`config.mk`:
```
export PLATFORM = sky130hd
export DESIGN_NAME = imc22_npu_sched
export DESIGN_NICKNAME = d
export VERILOG_FILES = /design/src/rtl/imc22_npu_sched.sv
export SDC_FILE = /design/constraint.sdc
export NUM_CORES = 1
export LEC_CHECK = 0
export CORE_ASPECT_RATIO = 1.2
export CORE_MARGIN = 2
export CORE_UTILIZATION = 25
export DETAILED_ROUTE_END_ITERATION = 12
export DONT_BUFFER_PORTS = 1
export HOLD_SLACK_MARGIN = 0.02
export SYNTH_ARGS = -nofsm -noshare
export SYNTH_HDL_FRONTEND = slang
export SYNTH_SLANG_ARGS = --single-unit
```
`constraint.sdc`:
```
create_clock -name clk -period 5.7 [get_ports clk]
set_input_delay 0.57 -clock clk [delete_from_list [all_inputs] [get_ports clk]]
set_output_delay 0.57 -clock clk [all_outputs]
set_load 0.01 [all_outputs]
```
`src/rtl/imc22_npu_sched.sv`:
```
// IMC-22 NPU job scheduler: queues host jobs, issues NPU config writes and start,
// watches for done under a watchdog and returns tagged results over a response handshake.
module imc22_npu_sched #(
  parameter int CMD_DEPTH      = 4,
  parameter int TIMEOUT_CYCLES = 1024,
  parameter int TAG_W          = 4
) (
  input  logic                         clk,
  input  logic                         rst_n,
  input  logic                         cmd_valid,
  output logic                         cmd_ready,
  input  logic [9:0]                   cmd_base,
  input  logic [7:0]                   cmd_len,
  input  logic [TAG_W-1:0]             cmd_tag,
  input  logic                         flush,
  output logic [7:0]                   npu_cfg_addr,
  output logic [31:0]                  npu_cfg_wdata,
  output logic                         npu_cfg_wr,
  output logic                         npu_start,
  input  logic                         npu_done,
  input  logic [31:0]                  npu_result,
  output logic                         rsp_valid,
  input  logic                         rsp_ready,
  output logic [TAG_W-1:0]             rsp_tag,
  output logic [31:0]                  rsp_data,
  output logic                         rsp_timeout,
  output logic                         busy,
  output logic [$clog2(CMD_DEPTH):0]   queue_count
);

  localparam int PW = $clog2(CMD_DEPTH);
  localparam int CW = PW + 1;
  localparam int WW = $clog2(TIMEOUT_CYCLES) + 1;
  localparam logic [CW-1:0] FULL_C  = CW'(CMD_DEPTH);
  localparam logic [CW-1:0] CONE_C  = CW'(1);
  localparam logic [PW-1:0] PONE_C  = PW'(1);
  localparam logic [WW-1:0] WONE_C  = WW'(1);
  localparam logic [WW-1:0] WD_LAST = WW'(TIMEOUT_CYCLES - 1);

  typedef enum logic [2:0] {IDLE, CFG_BASE, CFG_LEN, START, WAIT, RESP} state_t;

  logic [9:0]       base_mem_r [CMD_DEPTH];
  logic [7:0]       len_mem_r  [CMD_DEPTH];
  logic [TAG_W-1:0] tag_mem_r  [CMD_DEPTH];
  logic [PW-1:0]    wr_ptr_r, rd_ptr_r;
  logic [CW-1:0]    count_r, count_nxt_s;
  logic             push_s, pop_s;
  state_t           state_r;
  logic [7:0]       job_len_r;
  logic [WW-1:0]    wdog_r;

  // A push in a flush cycle is dropped; popping is likewise held off by flush.
  assign push_s      = cmd_valid && cmd_ready && !flush;
  assign pop_s       = (state_r == IDLE) && (count_r != '0) && !flush;
  assign queue_count = count_r;

  // Next occupancy of the command queue.
  always_comb begin
    count_nxt_s = count_r;
    if (flush) begin
      count_nxt_s = '0;
    end else if (push_s && !pop_s) begin
      count_nxt_s = count_r + CONE_C;
    end else if (pop_s && !push_s) begin
      count_nxt_s = count_r - CONE_C;
    end else begin
      count_nxt_s = count_r;
    end
  end

  // Queue payload storage.
  always_ff @(posedge clk) begin
    if (push_s) begin
      base_mem_r[wr_ptr_r] <= cmd_base;
      len_mem_r[wr_ptr_r]  <= cmd_len;
      tag_mem_r[wr_ptr_r]  <= cmd_tag;
    end
  end

  // Queue pointers, occupancy and registered ready.
  always_ff @(posedge clk or negedge rst_n) begin
    if (!rst_n) begin
      wr_ptr_r  <= '0;
      rd_ptr_r  <= '0;
      count_r   <= '0;
      cmd_ready <= 1'b1;
    end else if (flush) begin
      wr_ptr_r  <= '0;
      rd_ptr_r  <= '0;
      count_r   <= '0;
      cmd_ready <= 1'b1;
    end else begin
      if (push_s) wr_ptr_r <= wr_ptr_r + PONE_C;
      if (pop_s)  rd_ptr_r <= rd_ptr_r + PONE_C;
      count_r   <= count_nxt_s;
      cmd_ready <= (count_nxt_s != FULL_C);
    end
  end

  // Job sequencing FSM; every NPU/host output is registered here.
  always_ff @(posedge clk or negedge rst_n) begin
    if (!rst_n) begin
      state_r       <= IDLE;
      job_len_r     <= 8'h00;
      wdog_r        <= '0;
      npu_cfg_addr  <= 8'h00;
      npu_cfg_wdata <= 32'h0;
      npu_cfg_wr    <= 1'b0;
      npu_start     <= 1'b0;
      rsp_valid     <= 1'b0;
      rsp_tag       <= '0;
      rsp_data      <= 32'h0;
      rsp_timeout   <= 1'b0;
      busy          <= 1'b0;
    end else begin
      case (state_r)
        IDLE: begin
          if (pop_s) begin
            state_r       <= CFG_BASE;
            busy          <= 1'b1;
            job_len_r     <= len_mem_r[rd_ptr_r];
            rsp_tag       <= tag_mem_r[rd_ptr_r];
            npu_cfg_wr    <= 1'b1;
            npu_cfg_addr  <= 8'h00;
            npu_cfg_wdata <= {22'b0, base_mem_r[rd_ptr_r]};
          end
        end
        CFG_BASE: begin
          state_r       <= CFG_LEN;
          npu_cfg_addr  <= 8'h04;
          npu_cfg_wdata <= {24'b0, job_len_r};
        end
        CFG_LEN: begin
          state_r       <= START;
          npu_cfg_wr    <= 1'b0;
          npu_cfg_addr  <= 8'h00;
          npu_cfg_wdata <= 32'h0;
          npu_start     <= 1'b1;
          wdog_r        <= '0;
        end
        START: begin
          // The watchdog counts the start cycle, so expiry lands TIMEOUT_CYCLES after start.
          state_r   <= WAIT;
          npu_start <= 1'b0;
          wdog_r    <= wdog_r + WONE_C;
        end
        WAIT: begin
          if (npu_done) begin
            state_r     <= RESP;
            rsp_valid   <= 1'b1;
            rsp_data    <= npu_result;
            rsp_timeout <= 1'b0;
          end else if (wdog_r == WD_LAST) begin
            state_r     <= RESP;
            rsp_valid   <= 1'b1;
            rsp_data    <= 32'h0;
            rsp_timeout <= 1'b1;
          end else begin
            wdog_r <= wdog_r + WONE_C;
          end
        end
        RESP: begin
          if (rsp_ready) begin
            state_r     <= IDLE;
            rsp_valid   <= 1'b0;
            rsp_data    <= 32'h0;
            rsp_timeout <= 1'b0;
            busy        <= 1'b0;
            wdog_r      <= '0;
          end
        end
        default: begin
          state_r    <= IDLE;
          npu_cfg_wr <= 1'b0;
          npu_start  <= 1'b0;
          rsp_valid  <= 1'b0;
          busy       <= 1'b0;
        end
      endcase
    end
  end

endmodule

```
==> Word level (Yosys, flattened, before mapping) <==
Memories as Yosys holds them, arrays and structs flattened. A register that Yosys moved wholly into a read port is not among the register bits.
Cells that the tools add are included.
W data, S select, Z words.
{ "word_totals": {"ff_bits": 99, "ramBits": 88, "in_bits": 60, "output_inout_bits": 85, "mem_count": 3} }
{ "mem_list": {"columns": ["name", "depth", "word_bits", "read_ports", "rd_ports_with_merged_regs", "wr", "line", "text"], "rows": [
  ["base_mem_r", 4, 10, 1, 0, 1, "42", "logic [9:0] base_mem_r [CMD_DEPTH];"],
  ["len_mem_r", 4, 8, 1, 1, 1, "43", "logic [7:0] len_mem_r [CMD_DEPTH];"],
  ["tag_mem_r", 4, 4, 1, 1, 1, "44", "logic [TAG_W-1:0] tag_mem_r [CMD_DEPTH];"]
]} }
{ "classes": {"n_addsub": 5, "eq_ne": 12, "mux": 38, "bitwise_logic": 3, "reduce_logical": 30} }
{ "ops": {"columns": ["operator", "count"], "rows": [
  ["$mux W32", 4],
  ["$pmux W32 S3", 1],
  ["$pmux W32 S2", 1],
  ["$pmux W11 S4", 1],
  ["$mux W11", 3],
  ["$mux W3", 8],
  ["$pmux W8 S3", 1],
  ["$pmux W3 S6", 1],
  ["$reduce_or A4 Y1", 4],
  ["$reduce_and A3 Y1", 4],
  ["$add A11 B1 Y11 const B", 1],
  ["$eq A11 B10 Y1 const B", 1],
  ["$mux W1", 8],
  ["$mux W2", 4],
  ["$mux W8", 1],
  ["$ne A2 B2 Y1 const B", 4],
  ["$eq A3 B2 Y1 const B", 2],
  ["$eq A3 B3 Y1 const B", 2],
  ["$logic_and A1 B1 Y1", 6],
  ["$ne A3 B3 Y1 const B", 2],
  ["$pmux W1 S2", 3],
  ["$pmux W1 S3", 2],
  ["$reduce_and A2 Y1", 3],
  ["$reduce_bool A2 Y1", 3],
  ["other kinds (10)", 18]
]} }

==> Logic depth before layout (Yosys ltp) <==
Gate-level depths: netlist of the first run.
{ "logic_depth": {"word_depth": 9, "depth_mapped": 9, "depth_no_buf": 7} }

==> Least setup slack after synthesis of the first run <==
Ideal clock, no wire load.
{ "synth_path": {"path_kind": "reg-to-reg", "from": "register count_r[0], in the netlist queue_count[0]", "to": "register cmd_ready", "setup_time_ns": 0.088, "arrival_time_ns": 2.164, "required_time_ns": 5.612, "path_slack_ns": 3.448, "path_stages_with_launch": 9, "path_buffers": 1, "cell_sequence": "dfrtp_1 inv_1 ha_1 nor2b_1 or4_1 buf_2 mux2_4 mux2_4 or3b_1"} }
{ "synth_between": {"elab_chain_len": 9, "elab_cells_between_ends": 13, "classes_between": "add/sub: 2; eq/ne: 1; mux: 4; reduce/logical: 6"} }
{ "synth_rtl": {"columns": ["item", "line", "text"], "rows": [
  ["start, declared", "46", "logic [CW-1:0] count_r, count_nxt_s;"],
  ["start signal, assigned", "95", "count_r <= count_nxt_s;"],
  ["branches (longest 5 deep; another with $sub A3 B1 Y3)", null, null],
  ["$mux W3 *", "62", "end else if (push_s && !pop_s) begin"],
  ["$mux W3 *", "60", "if (flush) begin"],
  ["$ne A3 B3 Y1 *", "96", "cmd_ready <= (count_nxt_s != FULL_C);"],
  ["$mux W1 *", "87", "end else if (flush) begin"],
  ["end signal, assigned", "96", null],
  ["end, declared", "11", "output logic cmd_ready,"]
]} }
Mark *: on every way between the ends.
A chain may end at the register's enable or synchronous reset.

==> Final worst setup path of the first run <==
{ "layout_path": {"from": "register count_r[1], in the netlist queue_count[1]", "to": "register job_len_r[3], read port of len_mem_r"} }
{ "layout_between": {"elab_chain_len": 4} }
{ "layout_rtl": {"columns": ["item", "line", "text"], "rows": [
  ["$reduce_bool A3 Y1", "54", "assign pop_s = (state_r == IDLE) && (count_r != '0) && !flush;"],
  ["$logic_and A1 B1 Y1 (2 in series)", "54", null],
  ["$reduce_and A2 Y1 (no source line)", null, null],
  ["end, declared", "49", "logic [7:0] job_len_r;"]
]} }
Every way passes these cells.

==> results of run 1 <==
registers in the layout (all words and copies together) (netlist names), 3 cells and up:
| register | count |
|---|---|
| len_mem_r | 32 |
| rsp_tag | 4 |
| tag_mem_r | 16 |
| queue_count | 3 |
| npu_cfg_wdata | 10 |
| job_len_r | 8 |
| state_r | 3 |
| wdog_r | 11 |
| base_mem_r | 40 |
| rsp_data | 32 |
worst max-delay path by stage:
stage              startpoint           end  slack [ns]  cells past startpoint
5_1_grt        queue_count[1]  job_len_r[3]        2.80                      6
3_3_place_gp   queue_count[1]  job_len_r[6]        2.94                      6
2_1_floorplan  queue_count[0]     cmd_ready        3.45                      8
4_1_cts        queue_count[1]  job_len_r[3]        2.91                      6
3_5_place_dp   queue_count[1]  job_len_r[3]        2.91                      6
6_report       queue_count[1]  job_len_r[3]        2.97                      6
stage by stage:
stage                     power [mW]  setup WS, ns  hold slack, ns
after detailed placement        2.79          2.91           0.277
after global routing            4.19          2.80          0.0586
final                           3.95          2.97          0.0483
after floorplan                 2.55          3.45           0.274
after global placement          2.77          2.94           0.277
after CTS                       4.03          2.91          0.0439
logic make-up (layout without fill, tap and decap cells):
| logic type | Yosys count | count (layout) | share of synthesized area |
|---|---|---|---|
| XOR/XNOR | 10 | 10 | 0.0124 |
| other | 1 | 29 | 0.000532 |
| flip-flops | 170 | 170 | 0.667 |
| multiplexers | 38 | 38 | 0.0970 |
| AND/OR/NAND/NOR | 94 | 94 | 0.0689 |
| buffers and inverters | 60 | 49 | 0.0503 |
| AO/OA/AOI/OAI | 91 | 91 | 0.0901 |
| adder cells (fa/ha/maj) | 8 | 8 | 0.0142 |
cells in the mapped netlist (all sizes together) (9+ instances only):
| master | n | area share |
|---|---|---|
| edfxtp | 88 | 0.38 |
| dfrtp | 81 | 0.29 |
| buf | 42 | 0.041 |
| a22o | 32 | 0.040 |
| nand2 | 26 | 0.014 |
| mux4 | 22 | 0.070 |
| nor2 | 22 | 0.012 |
| o21ai | 22 | 0.016 |
| a21oi | 19 | 0.013 |
| mux2 | 16 | 0.027 |
| nor2b | 11 | 0.0098 |
| xnor2 | 10 | 0.012 |
| clkbuf | 9 | 0.0048 |
| inv | 9 | 0.0048 |
| nand3 | 9 | 0.0064 |
cell type report:
class | instances | area (um2)
fillers | 2802 | 19800
flip-flops and latches | 170 | 4700
multi-input cells | 270 | 2100
well taps | 379 | 474
clock buffers | 17 | 425
clock inverters | 15 | 224
repair buffers | 8 | 80.1
inverters | 9 | 33.8
critical path, cell delays in order, from the launching register on:
cell     delay (ns)
dfrtp_1        0.47
inv_1          0.09
ha_1           0.18
nor2b_1        0.15
or4_1          0.61
nor2_2         0.71
mux2_2         0.41
metal layers:
metal,up-vias,track usage
li1,1729,-
met1,1859,0.0996
met2,143,0.180
met3,10,0.0522
met4,0,0.0252
met5,-,0
power breakdown:
part,leakage [nW],internal (mW),switching (mW)
Combinational,0.855,0.407,0.438
Clock,0.309,0.618,0.592
Sequential,1.85,1.57,0.328
Total,3.02,2.59,1.36
timing repair:
item                      CTS  global route
buffers inserted            0             0
hold endpoints to repair   82             0
hold buffers                1             0
==> metrics.md, run 1 <==
| Metric | Value |
|---|---|
| H-tree Lvls | 4 |
| Synth cell types | 45 |
| WL met2 | 7510 um |
| CTS max path bufs | 2 |
| Max Slew Vio Count | 0 |
| CP Max Fanout | 15 |
| Drt wl/cell | 16.6 um |
| Clk pin slew, worst setup/hold paths | 0.08 ns |
| Initial Utilization | 0.253 |
| Clk_lat worst skew | 0.43 ns |
| Die width | 157 um |
| Max capacitance violation total | 0 |
| Post-CTS sizing | 0 |
| Total track usage | 0.0997 |
| Core ar. | 27,800 um2 |
| Row count | 67 |
| I/O pin count | 145 |
| Post-route ant nets | 0 |
| First DRT Iteration DRCs | 155 |
| Synthesized flop and latch total | 170 |
| R2R depth | 6 |
| Share of cells above drive strength 1 | 0.176 |
| First-pass GRT wire length | 21,900 um |
| Initial antenna violation count | 0 |
| Most frequent cells in the layout | 88 x edfxtp_1, 81 x dfrtp_1, 32 x a22o_1 |
| Worst Setup Path Type | flip-flop to flip-flop |
| Final core utilization | 0.289 |
| Clock sinks | 170 |
| Final hold viol count | 0 |
| M1 WL | 5300 um |
| Slew headroom | 0.191 |
| Number of enable flip-flop cells after synthesis | 88 |
| IO buf count | 0 |
| HPWL after detailed placement | 9670 um |
| CTS tree | built |
| Worst vdd ir | 0.204 mV |
| Synth Flop Type | edfxtp_1 |
| Placed insts | 835 |
| Vias per inst | 4.31 |
| Gate Count Post-Synth | 472 |
| Most common cell after layout, fill and taps aside | edfxtp_1 |
| Fin area | 8040 um2 |
| RSZ-0062 raised after global routing | false |
| Sequential area share after synthesis | 0.667 |
| Hold crit path type | input pin to asynchronous set/reset pin |
| Post-route DRC | 0 |
| Worst Skew | 0.0111 ns |
| TNS Setup | 0 ns |
| TritonCTS Buffers | 17 |
| Worst R2R End | job_len_r[3] |
| Final min period | 2.73 ns |
| Placed cell area | 7360 um2 |
| Syn. warnings | 0 |
| Period utilisation layout | 0.480 |
| Power per Cell Area | 492 nW/um2 |
| Root buffer cell | clkbuf_16 |
| WL met3 | 1530 um |
| Crit. End Element | flip-flop |
| Pin count of the biggest net entering global routing | 83 |
| Arrival time at the worst endpoint | 3.05 ns |
| Critical Path RT | 6.01 ns |
| Global route overflow | 0 |
| Worst Tran Pin Value | 1.21 ns |
| LEAKAGE | 3.02 nW |
| Outcome | finished clean |
| Async SR Flop Fraction | 0.482 |
| Uppermost layer routed | met4 |
| Synthesized area | 7040 um2 |
| Peak Freq | 366 MHz |
| Critical Path Source Type | flip-flop |
| # diodes | 0 |
| DR pass1 iterations | 4 |
| Syn avg cell area | 14.9 um2 |
| Non-Filler Instances | 868 |
| P&R area growth vs syn | 14.1% |
| Final setup viols | 0 |
| Vias in the first global route | 3,803 |
| Die area | 29,500 um2 |
| Gpl congestion | 0.762 |
| Reg2Reg Setup Slack | 2.97 ns |
| WL final | 14,400 um |
| Die H | 188 um |
| R2r startpoint | queue_count[1] |
| Nets | 544 |
| Via count | 3,741 |
Note: power is estimated with default switching activity, not from simulation.
==> inputs of run 2 (changes only) <==
==> constraint.sdc (replaced) <==
create_clock -name clk -period 2.5 [get_ports clk]
set_input_delay 0.25 -clock clk [delete_from_list [all_inputs] [get_ports clk]]
set_output_delay 0.25 -clock clk [all_outputs]
set_load 0.01 [all_outputs]
==> metrics.md, run 2 (synthesized netlist as in run 1, its figures left out) <==
| Metric | Value |
|---|---|
| Outcome | finished clean |
| Number of setup buffers added after CTS | 0 (unchanged) |
| Vias per inst | 4.39 (+2.0%) |
| Most frequent cells in the layout | 88 x edfxtp_1, 81 x dfrtp_1, 59 x dlygate4sd3_1 |
| Hold WS | 0.0441 ns (-0.00421 ns) |
| Die H | 188 um (unchanged) |
| LEAKAGE | 3.33 nW (+10%) |
| Die area | 29,500 um2 (unchanged) |
| Top reg by flops | base_mem_r |
| # diodes | 0 (unchanged) |
| Core ar. | 27,800 um2 (unchanged) |
| Worst vdd ir | 0.612 mV (+200%) |
| Clock sinks | 170 (unchanged) |
| Top Registers | base_mem_r (40), len_mem_r (32), rsp_data (32) |
| Placed insts | 846 (+1.3%) |
| Dpl ws | 0.170 ns (-2.74 ns) |
| Pwr Total | 9.31 mW (+140%) |
| Clk_lat worst skew | 0.44 ns (about the same) |
| Register Area | 4700 um2 (unchanged) |
| Post-route ant nets | 0 (unchanged) |
| CP endpoint | cmd_ready |
| Fin area | 8730 um2 (+8.6%) |
| Period utilisation layout | 0.930 (+0.450) |
| Nets | 614 (+13%) |
| CP bufs+invs | 1 (unchanged) |
| Via count | 4,122 (+10%) |
| Final core utilization | 0.314 (+0.0248) |
| Crit. Startpoint | queue_count[0] |
| Placed cell area | 7450 um2 (+1.3%) |
| Gpl congestion | 0.711 (-6.7%) |
| TritonCTS Buffers | 17 (unchanged) |
| I/O pin count | 145 (unchanged) |
| Worst Setup Path Type | flip-flop to flip-flop |
| RSZ-0062 raised after global routing | false |
| CTS max path bufs | 2 (unchanged) |
| Hold crit path type | input pin to flip-flop |
| Critical Path Source Type | flip-flop |
| CTS tree | built |
| Top Family by Delay on Critical Path | simple AND/OR/NAND/NOR gates |
| Initial Utilization | 0.253 (unchanged) |
| Crit-path most repeated cell | mux2_4 |
| Most common cell after layout, fill and taps aside | edfxtp_1 |
| Slew headroom | 0.645 (+0.454) |
| Max Slew Vio Count | 0 (unchanged) |
| Final hold viol count | 0 (unchanged) |
| TNS Setup | 0 ns (unchanged) |
| DR pass1 iterations | 4 (unchanged) |
| Initial antenna violation count | 0 (unchanged) |
| Share of cells above drive strength 1 | 0.174 (-0.00234) |
| Post-CTS sizing | 0 (unchanged) |
| Final setup viols | 0 (unchanged) |
| Critical-path cell list | inv_1 > ha_1 > nor2b_1 > or4_1 > mux2_4 > mux2_4 > or3b_1 |
| First-pass GRT wire length | 24,000 um (+9.5%) |
| Global route overflow | 0 (unchanged) |
| Worst R2R End | cmd_ready |
| Non-Filler Instances | 938 (+8.1%) |
| Max capacitance violation total | 0 (unchanged) |
| WL final | 15,700 um (+9.2%) |
| Worst Skew | 0.0164 ns (+0.00530 ns) |
| Die width | 157 um (unchanged) |
| Root buffer cell | clkbuf_16 |
| Crit. path cell count | 7 (+1) |
| Max FFs per register | 40 (unchanged) |
| Final min period | 2.32 ns (-0.411 ns) |
| Total track usage | 0.108 (+0.00831) |
| H-tree Lvls | 4 (unchanged) |
| Power per Cell Area | 1070 nW/um2 (+120%) |
| Arrival time at the worst endpoint | 2.67 ns (-0.38 ns) |
| Clk pin slew, worst setup/hold paths | 0.08 ns (about the same) |
| Critical path's largest stage delay | 0.59 ns (-0.12 ns) |
| Vias in the first global route | 4,182 (+10%) |
| Drt wl/cell | 16.8 um (+1.1%) |
| Row count | 67 (unchanged) |
| Max stage delay cell, worst path | or4_1 |
| Post-route DRC | 0 (unchanged) |
| Final Worst Setup Slack | 0.176 ns (-2.79 ns) |
| Crit. End Element | flip-flop |
| Filler Cell Count | 2,755 (-1.7%) |
| Reg2Reg Setup Slack | 0.18 ns (-2.79 ns) |
| Peak Freq | 430 MHz (+18%) |
| Pin count of the biggest net entering global routing | 83 (unchanged) |
| Multi-input logic area | 2100 um2 (unchanged) |
| Critical Path RT | 2.85 ns (-3.16 ns) |
| R2r startpoint | queue_count[0] |
| First DRT Iteration DRCs | 250 (+61%) |
| HPWL after detailed placement | 9670 um (about the same) |
| IO buf count | 0 (unchanged) |
| P&R area growth vs syn | 23.9% |
| CP Max Fanout | 7 (-8) |
| R2R depth | 7 (+1) |
| Worst Tran Pin Value | 0.531 ns (-0.682 ns) |
run 2: changes by cell type in the layout (fill, tap and decap cells not counted), sizes merged:
cell and delta:
dlygate4sd3 +59, clkinv -2, inv +2, buf +11
run 2: routing by layer:
layer | track usage | routed length (um)
met4 | 0.0241 | 83
met5 | 0 | 0
met1 | 0.120 | 6230
met3 | 0.0402 | 1220
met2 | 0.195 | 8210
run 2: how the worst min path moves through the flow:
stage,startpoint,slack [ns],cells after the start,endpoint
global route,cmd_valid,0.05,2,queue_count[1]
global placement,rst_n,-0.04,0,rsp_data[10]
CTS,rsp_ready,0.02,3,rsp_valid
detailed placement,rst_n,-0.04,0,rsp_data[9]
finish,rsp_ready,0.04,3,rsp_valid
floorplan,rst_n,-0.05,0,busy
run 2: what timing repair did:
item,4_1_cts,5_1_grt
hold endpoints to repair,210,0
endpoints found under the setup margin,0,0
hold buffers,60,0
run 2: power breakdown:
part | leakage (nW) | internal [mW] | switching [mW]
Combinational | 1.16 | 1.10 | 1.16
Clock | 0.313 | 1.42 | 1.39
Sequential | 1.85 | 3.58 | 0.663
Total | 3.33 | 6.10 | 3.21
run 2: cell type report:
| class | instances | area share |
|---|---|---|
| flip-flops and latches | 170 | 0.538 |
| well taps | 379 | 0.0543 |
| inverters | 9 | 0.00387 |
| clock inverters | 15 | 0.0262 |
| multi-input cells | 270 | 0.241 |
| clock buffers | 17 | 0.0487 |
| repair buffers | 78 | 0.0877 |
run 2: worst min-delay path, stage by stage:
cell and delay [ns]:
nor2_1 0.07, o31ai_1 0.07, nand2_1 0.06
